**src/rtl/memstage_pkg.sv**
```systemverilog
// Shared constants for the memory-access stage: op codes, FSM states,
// register widths and small op-classification helpers.
package memstage_pkg;

    localparam int CPU_REG_WIDTH   = 32;
    localparam int CPU_REGNO_WIDTH = 5;

    localparam logic [3:0] MOP_NONE = 4'd0;
    localparam logic [3:0] MOP_LB   = 4'd1;
    localparam logic [3:0] MOP_LBU  = 4'd2;
    localparam logic [3:0] MOP_LH   = 4'd3;
    localparam logic [3:0] MOP_LHU  = 4'd4;
    localparam logic [3:0] MOP_LW   = 4'd5;
    localparam logic [3:0] MOP_SB   = 4'd6;
    localparam logic [3:0] MOP_SH   = 4'd7;
    localparam logic [3:0] MOP_SW   = 4'd8;

    typedef enum logic [1:0] {
        ST_IDLE = 2'd0,
        ST_WAIT = 2'd1,
        ST_DONE = 2'd2
    } state_t;

    function automatic logic is_mem_op(input logic [3:0] op);
        return (op >= MOP_LB) && (op <= MOP_SW);
    endfunction

    function automatic logic is_load_op(input logic [3:0] op);
        return (op >= MOP_LB) && (op <= MOP_LW);
    endfunction

    function automatic logic is_misaligned(input logic [3:0] op,
                                           input logic [1:0] off);
        logic half;
        logic word;
        half = (op == MOP_LH) || (op == MOP_LHU) || (op == MOP_SH);
        word = (op == MOP_LW) || (op == MOP_SW);
        return (half && off[0]) || (word && (off != 2'b00));
    endfunction

endpackage

```
**src/rtl/memstage_fmt.sv**
```systemverilog
// Big-endian lane formatting: store byte enables / replicated write data,
// and load byte/half selection with sign or zero extension.
module memstage_fmt
    import memstage_pkg::*;
(
    input  logic [3:0]  st_op,
    input  logic [1:0]  st_off,
    input  logic [31:0] st_data,
    output logic [3:0]  be,
    output logic [31:0] wdata,
    input  logic [3:0]  ld_op,
    input  logic [1:0]  ld_off,
    input  logic [31:0] rdata,
    output logic [31:0] ld_val
);

    logic [7:0]  ld_byte;
    logic [15:0] ld_half;

    // Store path: lane enables from size and offset, data replicated per lane
    always_comb begin
        be    = 4'b0000;
        wdata = 32'h0;
        case (st_op)
            MOP_LB, MOP_LBU, MOP_SB: begin
                be    = 4'b1000 >> st_off;
                wdata = {4{st_data[7:0]}};
            end
            MOP_LH, MOP_LHU, MOP_SH: begin
                be    = st_off[1] ? 4'b0011 : 4'b1100;
                wdata = {2{st_data[15:0]}};
            end
            MOP_LW, MOP_SW: begin
                be    = 4'b1111;
                wdata = st_data;
            end
            default: begin
                be    = 4'b0000;
                wdata = 32'h0;
            end
        endcase
    end

    // Load path: pick the addressed lane, then extend to register width
    always_comb begin
        ld_byte = 8'h0;
        ld_val  = 32'h0;
        case (ld_off)
            2'd0:    ld_byte = rdata[31:24];
            2'd1:    ld_byte = rdata[23:16];
            2'd2:    ld_byte = rdata[15:8];
            default: ld_byte = rdata[7:0];
        endcase
        ld_half = ld_off[1] ? rdata[15:0] : rdata[31:16];
        case (ld_op)
            MOP_LB:  ld_val = {{24{ld_byte[7]}}, ld_byte};
            MOP_LBU: ld_val = {24'h0, ld_byte};
            MOP_LH:  ld_val = {{16{ld_half[15]}}, ld_half};
            MOP_LHU: ld_val = {16'h0, ld_half};
            MOP_LW:  ld_val = rdata;
            default: ld_val = 32'h0;
        endcase
    end

endmodule

```
**src/rtl/memstage.sv**
```systemverilog
// Memory-access pipeline stage: passes ALU results through, runs one
// req/ack bus transfer per load/store. Option: MEMSTAGE_ALIGN_CHECK_EN.
module memstage
    import memstage_pkg::*;
#(
    parameter int ADDR_W = 32,
    parameter int DATA_W = 32
) (
    input  logic                       clk,
    input  logic                       rst,
    input  logic                       i_exec_stall,
    input  logic                       i_fetch_stall,
    output logic                       o_mem_stall,
    input  logic [3:0]                 i_op,
    input  logic [CPU_REGNO_WIDTH-1:0] i_rd_no,
    input  logic [DATA_W-1:0]          i_rd_val,
    input  logic [DATA_W-1:0]          i_st_data,
    output logic [CPU_REGNO_WIDTH-1:0] o_rd_no,
    output logic [DATA_W-1:0]          o_rd_val,
    output logic [ADDR_W-1:0]          o_bus_addr,
    output logic                       o_bus_req,
    output logic                       o_bus_rnw,
    output logic [3:0]                 o_bus_be,
    output logic [DATA_W-1:0]          o_bus_wdata,
    input  logic                       i_bus_ack,
    input  logic [DATA_W-1:0]          i_bus_rdata
`ifdef MEMSTAGE_ALIGN_CHECK_EN
    ,
    output logic                       o_addr_err
`endif
);

    state_t                     state;
    state_t                     state_next;
    logic [3:0]                 op_q;
    logic [1:0]                 off_q;
    logic [CPU_REGNO_WIDTH-1:0] rd_no_q;
    logic [DATA_W-1:0]          res_q;

    logic                       mem_op;
    logic                       ext_stall;
    logic                       core_stall;
    logic                       take_nop;
    logic                       take_mem;
    logic                       take_err;
    logic                       capture;
    logic                       retire;

    logic [3:0]                 st_be;
    logic [31:0]                st_wdata;
    logic [31:0]                ld_val;

    assign mem_op      = is_mem_op(i_op);
    assign ext_stall   = i_exec_stall | i_fetch_stall;
    assign o_mem_stall = ((state == ST_IDLE) && mem_op) || (state == ST_WAIT);
    assign core_stall  = ext_stall | o_mem_stall;

    memstage_fmt u_fmt (
        .st_op   (i_op),
        .st_off  (i_rd_val[1:0]),
        .st_data (i_st_data),
        .be      (st_be),
        .wdata   (st_wdata),
        .ld_op   (op_q),
        .ld_off  (off_q),
        .rdata   (i_bus_rdata),
        .ld_val  (ld_val)
    );

    // State register
    always_ff @(posedge clk or posedge rst) begin
        if (rst) state <= ST_IDLE;
        else     state <= state_next;
    end

    // Next state and per-cycle action strobes
    always_comb begin
        state_next = state;
        take_nop   = 1'b0;
        take_mem   = 1'b0;
        take_err   = 1'b0;
        capture    = 1'b0;
        retire     = 1'b0;
        case (state)
            ST_IDLE: begin
                if (!mem_op) begin
                    take_nop = !core_stall;
                end else if (!ext_stall) begin
`ifdef MEMSTAGE_ALIGN_CHECK_EN
                    if (is_misaligned(i_op, i_rd_val[1:0])) begin
                        take_err   = 1'b1;
                        state_next = ST_DONE;
                    end else begin
                        take_mem   = 1'b1;
                        state_next = ST_WAIT;
                    end
`else
                    take_mem   = 1'b1;
                    state_next = ST_WAIT;
`endif
                end
            end
            ST_WAIT: begin
                if (i_bus_ack) begin
                    capture    = 1'b1;
                    state_next = ST_DONE;
                end
            end
            ST_DONE: begin
                if (!ext_stall) begin
                    retire     = 1'b1;
                    state_next = ST_IDLE;
                end
            end
            default: state_next = ST_IDLE;
        endcase
    end

    // Bus request, access bookkeeping and writeback registers
    always_ff @(posedge clk or posedge rst) begin
        if (rst) begin
            o_rd_no     <= '0;
            o_rd_val    <= '0;
            o_bus_addr  <= '0;
            o_bus_req   <= 1'b0;
            o_bus_rnw   <= 1'b0;
            o_bus_be    <= 4'b0000;
            o_bus_wdata <= '0;
            op_q        <= MOP_NONE;
            off_q       <= 2'b00;
            rd_no_q     <= '0;
            res_q       <= '0;
        end else begin
            if (take_nop) begin
                o_rd_no  <= i_rd_no;
                o_rd_val <= i_rd_val;
            end
            if (take_mem) begin
                o_bus_addr  <= {i_rd_val[ADDR_W-1:2], 2'b00};
                o_bus_rnw   <= is_load_op(i_op);
                o_bus_be    <= st_be;
                o_bus_wdata <= st_wdata;
                o_bus_req   <= 1'b1;
                op_q        <= i_op;
                off_q       <= i_rd_val[1:0];
                rd_no_q     <= is_load_op(i_op) ? i_rd_no : '0;
            end
            if (take_err) begin
                rd_no_q <= '0;
                res_q   <= '0;
            end
            if (capture) begin
                o_bus_req <= 1'b0;
                res_q     <= ld_val;
            end
            if (retire) begin
                o_rd_no  <= rd_no_q;
                o_rd_val <= res_q;
            end
        end
    end

`ifdef MEMSTAGE_ALIGN_CHECK_EN
    // Misalignment flag is a single-cycle pulse
    always_ff @(posedge clk or posedge rst) begin
        if (rst) o_addr_err <= 1'b0;
        else     o_addr_err <= take_err;
    end
`endif

endmodule

```
**config.mk**
```make
export PLATFORM = sky130hd
export DESIGN_NAME = memstage
export DESIGN_NICKNAME = d
export VERILOG_FILES = /design/src/rtl/memstage_pkg.sv /design/src/rtl/memstage_fmt.sv /design/src/rtl/memstage.sv
export SDC_FILE = /design/constraint.sdc
export NUM_CORES = 1
export LEC_CHECK = 0
export CORE_MARGIN = 2
export CORE_UTILIZATION = 35
export DETAILED_ROUTE_END_ITERATION = 10
export PLACE_DENSITY = 0.58
export REMOVE_ABC_BUFFERS = 1
export SKIP_LAST_GASP = 1
export SLEW_MARGIN = 20
export SYNTH_ARGS = -nofsm -noshare
export SYNTH_HDL_FRONTEND = slang
export SYNTH_HIERARCHICAL = 1
export SYNTH_SLANG_ARGS = --single-unit
```
**constraint.sdc**
```tcl
create_clock -name clk -period 8.9 [get_ports clk]
set_input_delay 1.78 -clock clk [delete_from_list [all_inputs] [get_ports clk]]
set_output_delay 1.78 -clock clk [all_outputs]
set_load 0.005 [all_outputs]
```
; Yosys cells after proc, flatten, opt, wreduce, memory -nomap -nowiden
; Index checks and enable logic that the tools add are counted.
; Widths: inputs -> output; s select.
[op_classes]
n_lt_le_gt_ge = 3
n_eq_ne = 21
n_shift = 1
muxes = 26
n_bitwise = 2
n_reduce_logical = 13
[op_table]
columns = operator, n
row1 = $pmux 32 s5, 1
row2 = $pmux 32 s3, 1
row3 = $mux 32, 2
row4 = $eq 4x3->1 const B, 6
row5 = $pmux 8 s3, 1
row6 = $eq 4x2->1 const B, 4
row7 = $mux 16, 1
row8 = $mux 5, 3
row9 = $pmux 4 s3, 1
row10 = $mux 1, 10
row11 = $eq 4x1->1 const B, 2
row12 = $mux 2, 4
row13 = $ne 2x2->1 const B, 4
row14 = $pmux 2 s3, 1
row15 = $reduce_or 3->1, 2
row16 = $eq 2x1->1 const B, 2
row17 = $eq 2x2->1 const B, 2
row18 = $eq 4x4->1 const B, 1
row19 = $ge 4x1->1 const B, 1
row20 = $le 4x3->1 const B, 1
row21 = $le 4x4->1 const B, 1
row22 = $logic_not 2->1, 2
row23 = $mux 4, 1
row24 = $reduce_and 4->1, 1
row25 = other kinds (7), 11
[word_totals]
reg_bits = 150

; Longest topological paths before layout
; Gate-level depths: netlist (run 1).
[depth]
ltp_word = 10
ltp_mapped = 7
depth_no_buf = 4

; By module
; Netlist (run 1), hierarchy kept.
[modules_own_cells]
columns = module, n_inst, cells_per_inst, area_each_um2, seq_area_each_um2
row1 = memstage, 1, 395, 6389.9, 3753.6
row2 = memstage_fmt, 1, 219, 1715.4, 0.0

; Least setup slack after synthesis (run 1)
; No wires, ideal clock.
[synth_timing]
path_kind = input -> output
start = in i_op[0]
end = out o_mem_stall
arrival_ps = 2796
setup_slack_ps = 4324
stages = 4
cell_sequence = o31a_1 -> clkbuf_1 -> or4_1 -> nand2_1
[synth_via]
elab_chain_len = 4
elab_cells_between_ends = 5
cone_classes = order compare (2) / reduce/logical (3)
[synth_rtl]
columns = element, line_no
row1 = from (decl), memstage.sv:14  ; input logic [3:0] i_op,
row2 = $ge 4x1->1 / $le 4x4->1 (equally long branches), memstage_pkg.sv:25  ; return (op >= MOP_LB) && (op <= MOP_SW);
row3 = $logic_and 1x1->1 *, memstage_pkg.sv:25
row4 = $logic_and 1x1->1 *, memstage.sv:55  ; assign o_mem_stall = ((state == ST_IDLE) && mem_op) || (state == ST_WAIT);
row5 = $logic_or 1x1->1 *, memstage.sv:55
row6 = to (decl), memstage.sv:13  ; output logic o_mem_stall,
; Mark *: on every way between the ends. The rest lies on a longest branch, timed or not.

; Worst setup path after layout (run 1)
; Ends and elaborated chain as after synthesis.

==> summary.txt, run 1 <==
status: complete, no violations
Clock Tree Buf Depth: 2
fin worst setup slack: 3.10 ns
GR peak layer: met2
Seq/Total Area, Yosys: 46.3%
Slew Viols, Final: 0
Primary FF master, synth: dfrtp_1
Max-Cap Viols: 0
final worst path period share: 65.2%
CTS tree: built
Setup crit start kind: primary input
Hold/Removal Path Class: flop to flop
Post-DP HPWL: 15300 µm
Worst Path Buf+Inv: 3
Die X: 156 µm
Die Span Y: 156 µm
setup repair after global routing missed its margin: no
Distinct cells, synth: 50
via-per-instance ratio: 5.32
synthesized instance count: 614
IO Port Bufs: 215
Multi-input gate area: 4030 µm²
worst path cell trace: clkdlybuf4s50_1, buf_4, o31a_1, or4_1, nand2_1, clkdlybuf4s50_1
clock root buffer: clkbuf_16
highest net fanout along the worst path: 33
global-route wire length before repair: 34800 µm
TritonRoute pass-1 iters: 4
Syn Area/Cell: 13.2 µm²
boundary pin count: 218
pre-CTS setup slack: 3.11 ns
DR iter-0 viols: 328
Fillers: 1990
grt met3 use: 6.92%
leak pwr: 4.64 nW
initial antenna violation count: 3
pin count of the biggest net entering global routing: 84
Final ANT Viol Nets: 0
met2 usage: 29.7%
synthesis-stage register bit count: 150
Core Box Area: 22700 µm²
Clock Sinks: 150
delay-heaviest family, CP: buffers and inverters
number of global-route vias before repair: 6055
CP Class: primary input to output pin
VDD IR max: 0.126 mV
synthesized area: 8110 µm²
GRT Total Usage: 18.6%
Total Routed Length: 22300 µm
CP arrival: 4.02 ns
Post-CTS Setup Repair Bufs: 0
Worst-Margin Slew: 1.03 ns
post-CTS sizing: 0
via count: 5878
clock-pin slew on the worst setup and hold paths: 0.06 ns
CP max stage cell: or4_1
final setup vio count: 0
max incr delay on CP: 0.51 ns
YS warnings: 6
worst endpoint required time: 7.12 ns
Worst slew margin: 31.0%
Starting Density: 35.7%
Hold Violations, Final: 0
crit-path most repeated cell: clkdlybuf4s50_1
Setup Total Neg Slack: 0 ns
crit path capture type: output pin
fin util: 48.5%
Global Route met1 Usage: 23.9%
minimum clock period: 5.80 ns
TritonCTS buffer count: 17
Routability Congestion: 0.784
Reg2Reg Setup Slack: 5.86 ns
fmax: 172 MHz
Clock Latency Late Sink: 0.43 ns
DRC: 0
grt ovf: 0
Layout area overhead: 35.9%
layout cells sized above 1: 28.7%
Power Density: 280 nW/µm²
htree depth: 4
EDFF count, synth: 0
FFs w/ async S/R, synth: 100%
area taken by flip-flops and latches: 3760 µm²
clock skew: 0.00803 ns
die area: 24400 µm²
# rows: 55
Final nets: 917
Hold-fix buffers, CTS: 0
Avg WL per Cell: 20.2 µm
==> sequential cells by signal, indices dropped and copies added (netlist names) <==
register	count
o_bus_wdata	32
o_rd_val	32
res_q	32
o_bus_addr	30
o_rd_no	5
rd_no_q	5
o_bus_be	4
op_q	4
off_q	2
state	2
o_bus_req	1
o_bus_rnw	1
==> placed cells by master, fill, tap and decap left out, types with 11 or more instances in the layout <==
cell type,synthesis,final
mux2_2,114,114
o21ai_0,33,33
a21oi_1,17,17
a221o_1,17,17
clkbuf_16,0,17
clkdlybuf4s50_1,0,215
dfrtp_1,150,148
mux2_4,60,60
mux2i_1,16,16
nand2b_1,11,11
nand2_1,25,25
==> cell families after synthesis <==
group,after synthesis,share of synthesized area (%)
compound gates,123,11.1
xor+xnor,3,0.324
buf+inv,59,4.25
flops,150,46.3
mux,207,32.4
other cells,1,0.0463
simple gates,71,5.59
==> synth_stat cells (9+ instances only) <==
library cell	n	area share, %
dfrtp_1	150	46
a221o_1	17	2.1
mux2_2	114	16
clkbuf_1	18	0.83
buf_2	14	0.86
mux2_4	60	11
a21oi_1	17	1.0
nand2b_1	11	0.85
o21ai_0	33	2.0
inv_1	9	0.42
mux2i_1	16	2.0
buf_6	11	1.5
nand2_1	25	1.2
==> routing by layer <==
layer	vias up	wire [µm]	share of wire (%)
met3	23	1770	7.9
met4	4	201	0.90
met2	191	10600	47
met5	-	27	0.12
li1	2686	-	-
met1	2974	9720	44
==> path summary, 6_finish.rpt <==
path	from	end	cells after the start
hold reg to reg	o_bus_addr[7]	o_bus_addr[7]	1
setup / recovery	i_op[0]	o_mem_stall	6
setup reg to reg	state[0]	o_bus_be[2]	5
min in group asynchronous	rst	o_bus_wdata[30]	2
hold / removal	o_bus_addr[7]	o_bus_addr[7]	1
max in group asynchronous	rst	state[1]	3
==> metrics by stage <==
| step | total power, W | cells | cell area, µm² | hold WS, ns |
|---|---|---|---|---|
| 2_1_floorplan | 0.00169 | 565 | 7800 | 0.471 |
| 3_3_place_gp | 0.00231 | 1073 | 10400 | 0.471 |
| 3_5_place_dp | 0.00234 | 1073 | 10400 | 0.478 |
| 4_1_cts | 0.00313 | 1104 | 11000 | 0.490 |
| 5_1_grt | 0.00326 | 1104 | 11000 | 0.519 |
| 6_report | 0.00308 | 1105 | 11000 | 0.484 |
==> where the power goes <==
| group | total [W] | internal [W] | switching [W] |
|---|---|---|---|
| sequential | 0.00117 | 0.000955 | 0.000213 |
| clock | 0.000771 | 0.000450 | 0.000321 |
| combinational | 0.00114 | 0.000774 | 0.000369 |
| total | 0.00308 | 0.00218 | 0.000904 |
==> layout make-up <==
cell class	count	share of cell area [%]
Antenna cell	1	0.0227
Clock buffer	17	3.86
Clock inverter	14	1.74
Inverter	9	0.352
Multi-Input combinational cell	406	36.6
Sequential cell	150	34.1
Tap cell	285	3.24
Timing Repair Buffer	223	20.1
Power figures use the tool's default switching activity.
==> run 2, diff against run 1 <==
==> constraint.sdc (replaced) <==
create_clock -name clk -period 5.4 [get_ports clk]
set_input_delay 1.08 -clock clk [delete_from_list [all_inputs] [get_ports clk]]
set_output_delay 1.08 -clock clk [all_outputs]
set_load 0.005 [all_outputs]
==> run 2 against run 1 <==
Non-clock buffer count increased by 2; global-route usage increased by 0.17 points; die area unchanged; sequential share of layout area about the same; via count increased by 0.17%; largest cell class unchanged.
==> summary.txt, run 2 (synthesized netlist as in run 1, its figures left out) <==
Hold-fix buffers, CTS: 0 (unchanged)
highest net fanout along the worst path: 14 (-58%)
total chip power: 0.00504 W (+63%)
minimum clock period: 4.35 ns
Setup crit start kind: primary input
fin worst setup slack: 1.05 ns (-2.05 ns)
design area: 11000 µm² (about the same)
CTS tree: built
max incr delay on CP: 0.68 ns (+0.17 ns)
status: complete, no violations
Clock Sinks: 150 (unchanged)
leak pwr: 4.64 nW (-0.11%)
Clock Latency Late Sink: 0.42 ns (about the same)
clock-pin slew on the worst setup and hold paths: 0.07 ns (about the same)
pre-CTS setup slack: 1.06 ns (-2.04 ns)
Setup Total Neg Slack: 0 ns (unchanged)
TritonCTS buffer count: 17 (unchanged)
commonest non-fill, non-tap cells in the layout: clkdlybuf4s50_1, dfrtp_1, mux2_2, mux2_4, o21ai_0
CP Class: primary input to output pin
layout cells sized above 1: 28.7% (about the same)
grt ovf: 0 (unchanged)
worst endpoint required time: 4.32 ns (-2.80 ns)
global-route wire length before repair: 35500 µm (+2.0%)
setup repair after global routing missed its margin: no
via count: 5888 (+0.17%)
Hold Startpoint: o_bus_addr[5]
commonest non-fill, non-tap cell in the layout: clkdlybuf4s50_1
Worst-Margin Slew: 1.06 ns (+0.0295 ns)
Die X: 156 µm (unchanged)
Starting Density: 35.7% (unchanged)
Hold Violations, Final: 0 (unchanged)
Reg2Reg Setup Slack: 3.00 ns (-2.86 ns)
r2r endpoint: o_rd_val[26]
Avg WL per Cell: 20.4 µm (+0.95%)
DRC: 0 (unchanged)
htree depth: 4 (unchanged)
Hold Crit Endpoint: o_bus_addr[5]
Final nets: 919 (+0.22%)
post-CTS sizing: 0 (unchanged)
DR iter-0 viols: 376 (+15%)
fmax: 230 MHz
# rows: 55 (unchanged)
ANT cells: 0 (-1)
clock root buffer: clkbuf_16
hold path depth: 1 (unchanged)
crit path capture type: output pin
Post-DP HPWL: 15500 µm (+1.7%)
Clock Tree Buf Depth: 2 (unchanged)
number of global-route vias before repair: 6286 (+3.8%)
worst-case reg-to-reg path depth: 2 (-3)
RR Startpoint: state[1]
crit-path most repeated cell: clkdlybuf4s50_1
CP max stage cell: clkdlybuf4s50_1
CP arrival: 3.27 ns (-0.75 ns)
Power Density: 457 nW/µm² (+63%)
IO Port Bufs: 215 (unchanged)
VDD IR max: 0.205 mV (+63%)
via-per-instance ratio: 5.32 (about the same)
GRT Total Usage: 18.7% (+0.17 points)
die area: 24400 µm² (unchanged)
final setup vio count: 0 (unchanged)
Layout area overhead: 36.0% (about the same)
final worst path period share: 80.6%
pin count of the biggest net entering global routing: 90 (+7.1%)
Routability Congestion: 0.791 (+0.91%)
Worst slew margin: 29.1% (-2.0 points)
boundary pin count: 218 (unchanged)
Total Routed Length: 22600 µm (+1.1%)
TritonRoute pass-1 iters: 5 (+1)
Max-Cap Viols: 0 (unchanged)
Post-CTS Setup Repair Bufs: 0 (unchanged)
largest registers: o_bus_wdata: 32 flops, o_rd_val: 32 flops, res_q: 32 flops
Die Span Y: 156 µm (unchanged)
Slew Viols, Final: 0 (unchanged)
fin util: 48.5% (about the same)
worst path cell trace: clkdlybuf4s50_1, o31a_1, or4_1, nand2_1, clkdlybuf4s50_1
Placed Area: 10400 µm² (+0.26%)
clock skew: 0.0127 ns (+0.00467 ns)
Final ANT Viol Nets: 0 (unchanged)
initial antenna violation count: 3 (unchanged)
Hold/Removal Path Class: flop to flop
Core Box Area: 22700 µm² (unchanged)
-- run 2: cell types whose count changed in the layout (fill, tap and decap cells not counted), sizes merged --
cell / change
diode: -1
clkbuf: +1
bufinv: -1
buf: +2
inv: -1
clkinvlp: +2
-- run 2: where the power goes --
group          internal (W)  total (W)  switching (W)
logic               0.00128    0.00192       0.000644
registers           0.00157    0.00190       0.000324
clock network      0.000694    0.00121       0.000520
-- run 2: worst max-delay path by stage --
stage | endpoint | from | slack (ns) | depth (start not counted)
2_1_floorplan | o_bus_be[2] | i_fetch_stall | -0.21 | 3
3_3_place_gp | o_mem_stall | i_op[3] | 1.08 | 5
3_5_place_dp | o_mem_stall | i_op[0] | 1.06 | 7
4_1_cts | o_mem_stall | i_op[0] | 1.05 | 7
5_1_grt | o_mem_stall | i_op[3] | 0.96 | 5
6_report | o_mem_stall | i_op[3] | 1.05 | 5
-- run 2: layout make-up --
| class | count | area [µm²] |
|---|---|---|
| clock buffers | 18 | 429 |
| clock inverters | 14 | 165 |
| fillers | 2008 | 11700 |
| inverters | 9 | 38.8 |
| multi-input cells | 406 | 4030 |
| flip-flops and latches | 150 | 3760 |
| well taps | 285 | 357 |
| repair buffers | 225 | 2240 |
-- run 2: stage by stage --
stage / std cells / hold slack [ns]
4_1_cts: 1107 / 0.492
3_3_place_gp: 1075 / 0.468
2_1_floorplan: 565 / 0.471
5_1_grt: 1107 / 0.514
6_report: 1107 / 0.492
3_5_place_dp: 1075 / 0.475
-- run 2: routing by layer --
layer	up-vias	global-route usage (%)	wire, µm
li1	2685	-	-
met1	2970	24.1	9920
met2	206	30.7	10600
met3	23	6.53	1750
met4	4	3.98	234
met5	-	0	27
-- run 2: worst max-delay path, delay by kind of cell --
kind / cells / cell delay, ns
compound gates: 1 / 0.37
buf+inv: 2 / 1.18
simple gates: 2 / 0.64
==> run 3, diff against run 2 <==
--- a/config.mk
+++ b/config.mk
@@ -8,7 +8,7 @@
 export CORE_MARGIN = 2
 export CORE_UTILIZATION = 35
 export DETAILED_ROUTE_END_ITERATION = 10
-export PLACE_DENSITY = 0.58
+export PLACE_DENSITY = 0.6
 export REMOVE_ABC_BUFFERS = 1
 export SKIP_LAST_GASP = 1
 export SLEW_MARGIN = 20
==> constraint.sdc (replaced) <==
create_clock -name clk -period 3.7 [get_ports clk]
set_input_delay 0.74 -clock clk [delete_from_list [all_inputs] [get_ports clk]]
set_output_delay 0.74 -clock clk [all_outputs]
set_load 0.005 [all_outputs]
==> run 3 against run 2 <==
Utilization grew 0.29 points; sequential share of layout area fell by 0.23 points; die area stayed put; total power increased by 46%; critical endpoint unchanged.
==> summary.txt, run 3 (synthesized netlist as in run 1, its figures left out) <==
fmax: 288 MHz
initial antenna violation count: 1 (-2)
r2r endpoint: res_q[24]
Worst setup startpoint: i_op[0]
Final nets: 927 (+0.87%)
Clock Tree Buf Depth: 2 (unchanged)
GRT Total Usage: 18.7% (about the same)
Reg2Reg Setup Slack: 1.21 ns (-1.79 ns)
Fillers: 1999 (-0.45%)
# rows: 55 (unchanged)
worst endpoint required time: 2.96 ns (-1.36 ns)
Setup Total Neg Slack: 0 ns (unchanged)
Die Span Y: 156 µm (unchanged)
setup repair after global routing missed its margin: no
status: complete, no violations
Die X: 156 µm (unchanged)
commonest non-fill, non-tap cell in the layout: clkdlybuf4s50_1
commonest non-fill, non-tap cells in the layout: clkdlybuf4s50_1, dfrtp_1, mux2_2, mux2_4, o21ai_0
Total Routed Length: 22600 µm (+0.11%)
Power Density: 662 nW/µm² (+45%)
Hold-fix buffers, CTS: 0 (unchanged)
ANT cells: 0 (unchanged)
highest net fanout along the worst path: 3 (-11)
RR Startpoint: state[1]
Post-DP HPWL: 16200 µm (+3.9%)
DR iter-0 viols: 356 (-5.3%)
Max-Cap Viols: 0 (unchanged)
Worst-Margin Slew: 1.14 ns (+0.0739 ns)
Final ANT Viol Nets: 0 (unchanged)
Hold Violations, Final: 0 (unchanged)
boundary pin count: 218 (unchanged)
worst-case reg-to-reg path depth: 4 (+2)
CP Class: primary input to output pin
via-per-instance ratio: 5.32 (about the same)
crit path capture type: output pin
post-CTS sizing: 0 (unchanged)
Post-CTS Setup Repair Bufs: 0 (unchanged)
Avg WL per Cell: 20.3 µm (-0.61%)
final worst path period share: 93.9%
Hold Startpoint: o_bus_addr[5]
Final Non-Filler Cells: 1115 (+0.72%)
Starting Density: 35.7% (unchanged)
grt ovf: 0 (unchanged)
TritonCTS buffer count: 17 (unchanged)
design area: 11100 µm² (+0.60%)
pre-CTS setup slack: 0.219 ns (-0.845 ns)
via count: 5928 (+0.68%)
leak pwr: 4.69 nW (+1.2%)
number of global-route vias before repair: 6234 (-0.83%)
clock-pin slew on the worst setup and hold paths: 0.07 ns (about the same)
pin count of the biggest net entering global routing: 63 (-30%)
CTS tree: built
htree depth: 4 (unchanged)
Clock Sinks: 150 (unchanged)
minimum clock period: 3.47 ns
Hold/Removal Path Class: flop to flop
Hold Crit Endpoint: o_bus_addr[5]
Slew Viols, Final: 0 (unchanged)
TritonRoute pass-1 iters: 5 (unchanged)
global-route wire length before repair: 35400 µm (-0.25%)
layout cells sized above 1: 29.4% (+0.69 points)
clock skew: 0.0111 ns (-0.00162 ns)
final setup vio count: 0 (unchanged)
Setup crit start kind: primary input
Routability Congestion: 0.805 (+1.8%)
Layout area overhead: 36.8%
DRC: 0 (unchanged)
Worst slew margin: 24.0% (-5.0 points)
Placed Cells: 1083 (+0.74%)
Placed Area: 10500 µm² (+0.70%)
Core Box Area: 22700 µm² (unchanged)
Clock Latency Late Sink: 0.42 ns (about the same)
hold path depth: 1 (unchanged)
CP arrival: 2.73 ns (-0.54 ns)
die area: 24400 µm² (unchanged)
hold_ws: 0.488 ns (-0.00412 ns)
VDD IR max: 0.367 mV (+79%)
largest registers: o_bus_wdata: 32 flops, o_rd_val: 32 flops, res_q: 32 flops
clock root buffer: clkbuf_16
fin worst setup slack: 0.225 ns (-0.822 ns)
IO Port Bufs: 215 (unchanged)
==> run 3: worst max-delay path by stage <==
stage / slack [ns] / cells past startpoint / endpoint
4_1_cts: 0.20 / 5 / o_mem_stall
3_5_place_dp: 0.22 / 5 / o_mem_stall
6_report: 0.23 / 5 / o_mem_stall
5_1_grt: 0.17 / 5 / o_mem_stall
3_3_place_gp: 0.21 / 5 / o_mem_stall
2_1_floorplan: -1.57 / 3 / o_bus_be[2]
==> run 3: layout make-up <==
cell class	instances	area, µm²	share of cell area (%)
clock buffers	19	443	4.00
clock inverters	13	148	1.33
inverters	9	38.8	0.350
multi-input cells	406	4030	36.4
flip-flops and latches	150	3750	33.9
well taps	285	357	3.22
repair buffers	233	2310	20.9
==> run 3: layer usage <==
layer	up-vias	share of wire [%]	GRT usage, %
met4	0	1.8	5.50
met5	-	0	0
met2	223	45	29.9
met3	26	8.8	6.19
li1	2704	-	-
met1	2975	44	24.3
==> run 3: metrics by stage <==
step	utilization, %	power, W
3_5_place_dp	46.2	0.00564
3_3_place_gp	46.2	0.00557
5_1_grt	48.8	0.00778
2_1_floorplan	-	0.00407
4_1_cts	48.8	0.00744
6_report	48.8	0.00734
==> run 3: critical path, cell delays in order <==
cell and delay (ns):
clkdlybuf4s50_1 0.47, o31a_1 0.38, or4_1 0.49, nand2_1 0.12
clkdlybuf4s50_1 0.53
==> run 3: power breakdown <==
part	switching, W	total, W	internal (W)
logic	0.000981	0.00286	0.00188
clock network	0.000729	0.00175	0.00102
registers	0.000436	0.00273	0.00230
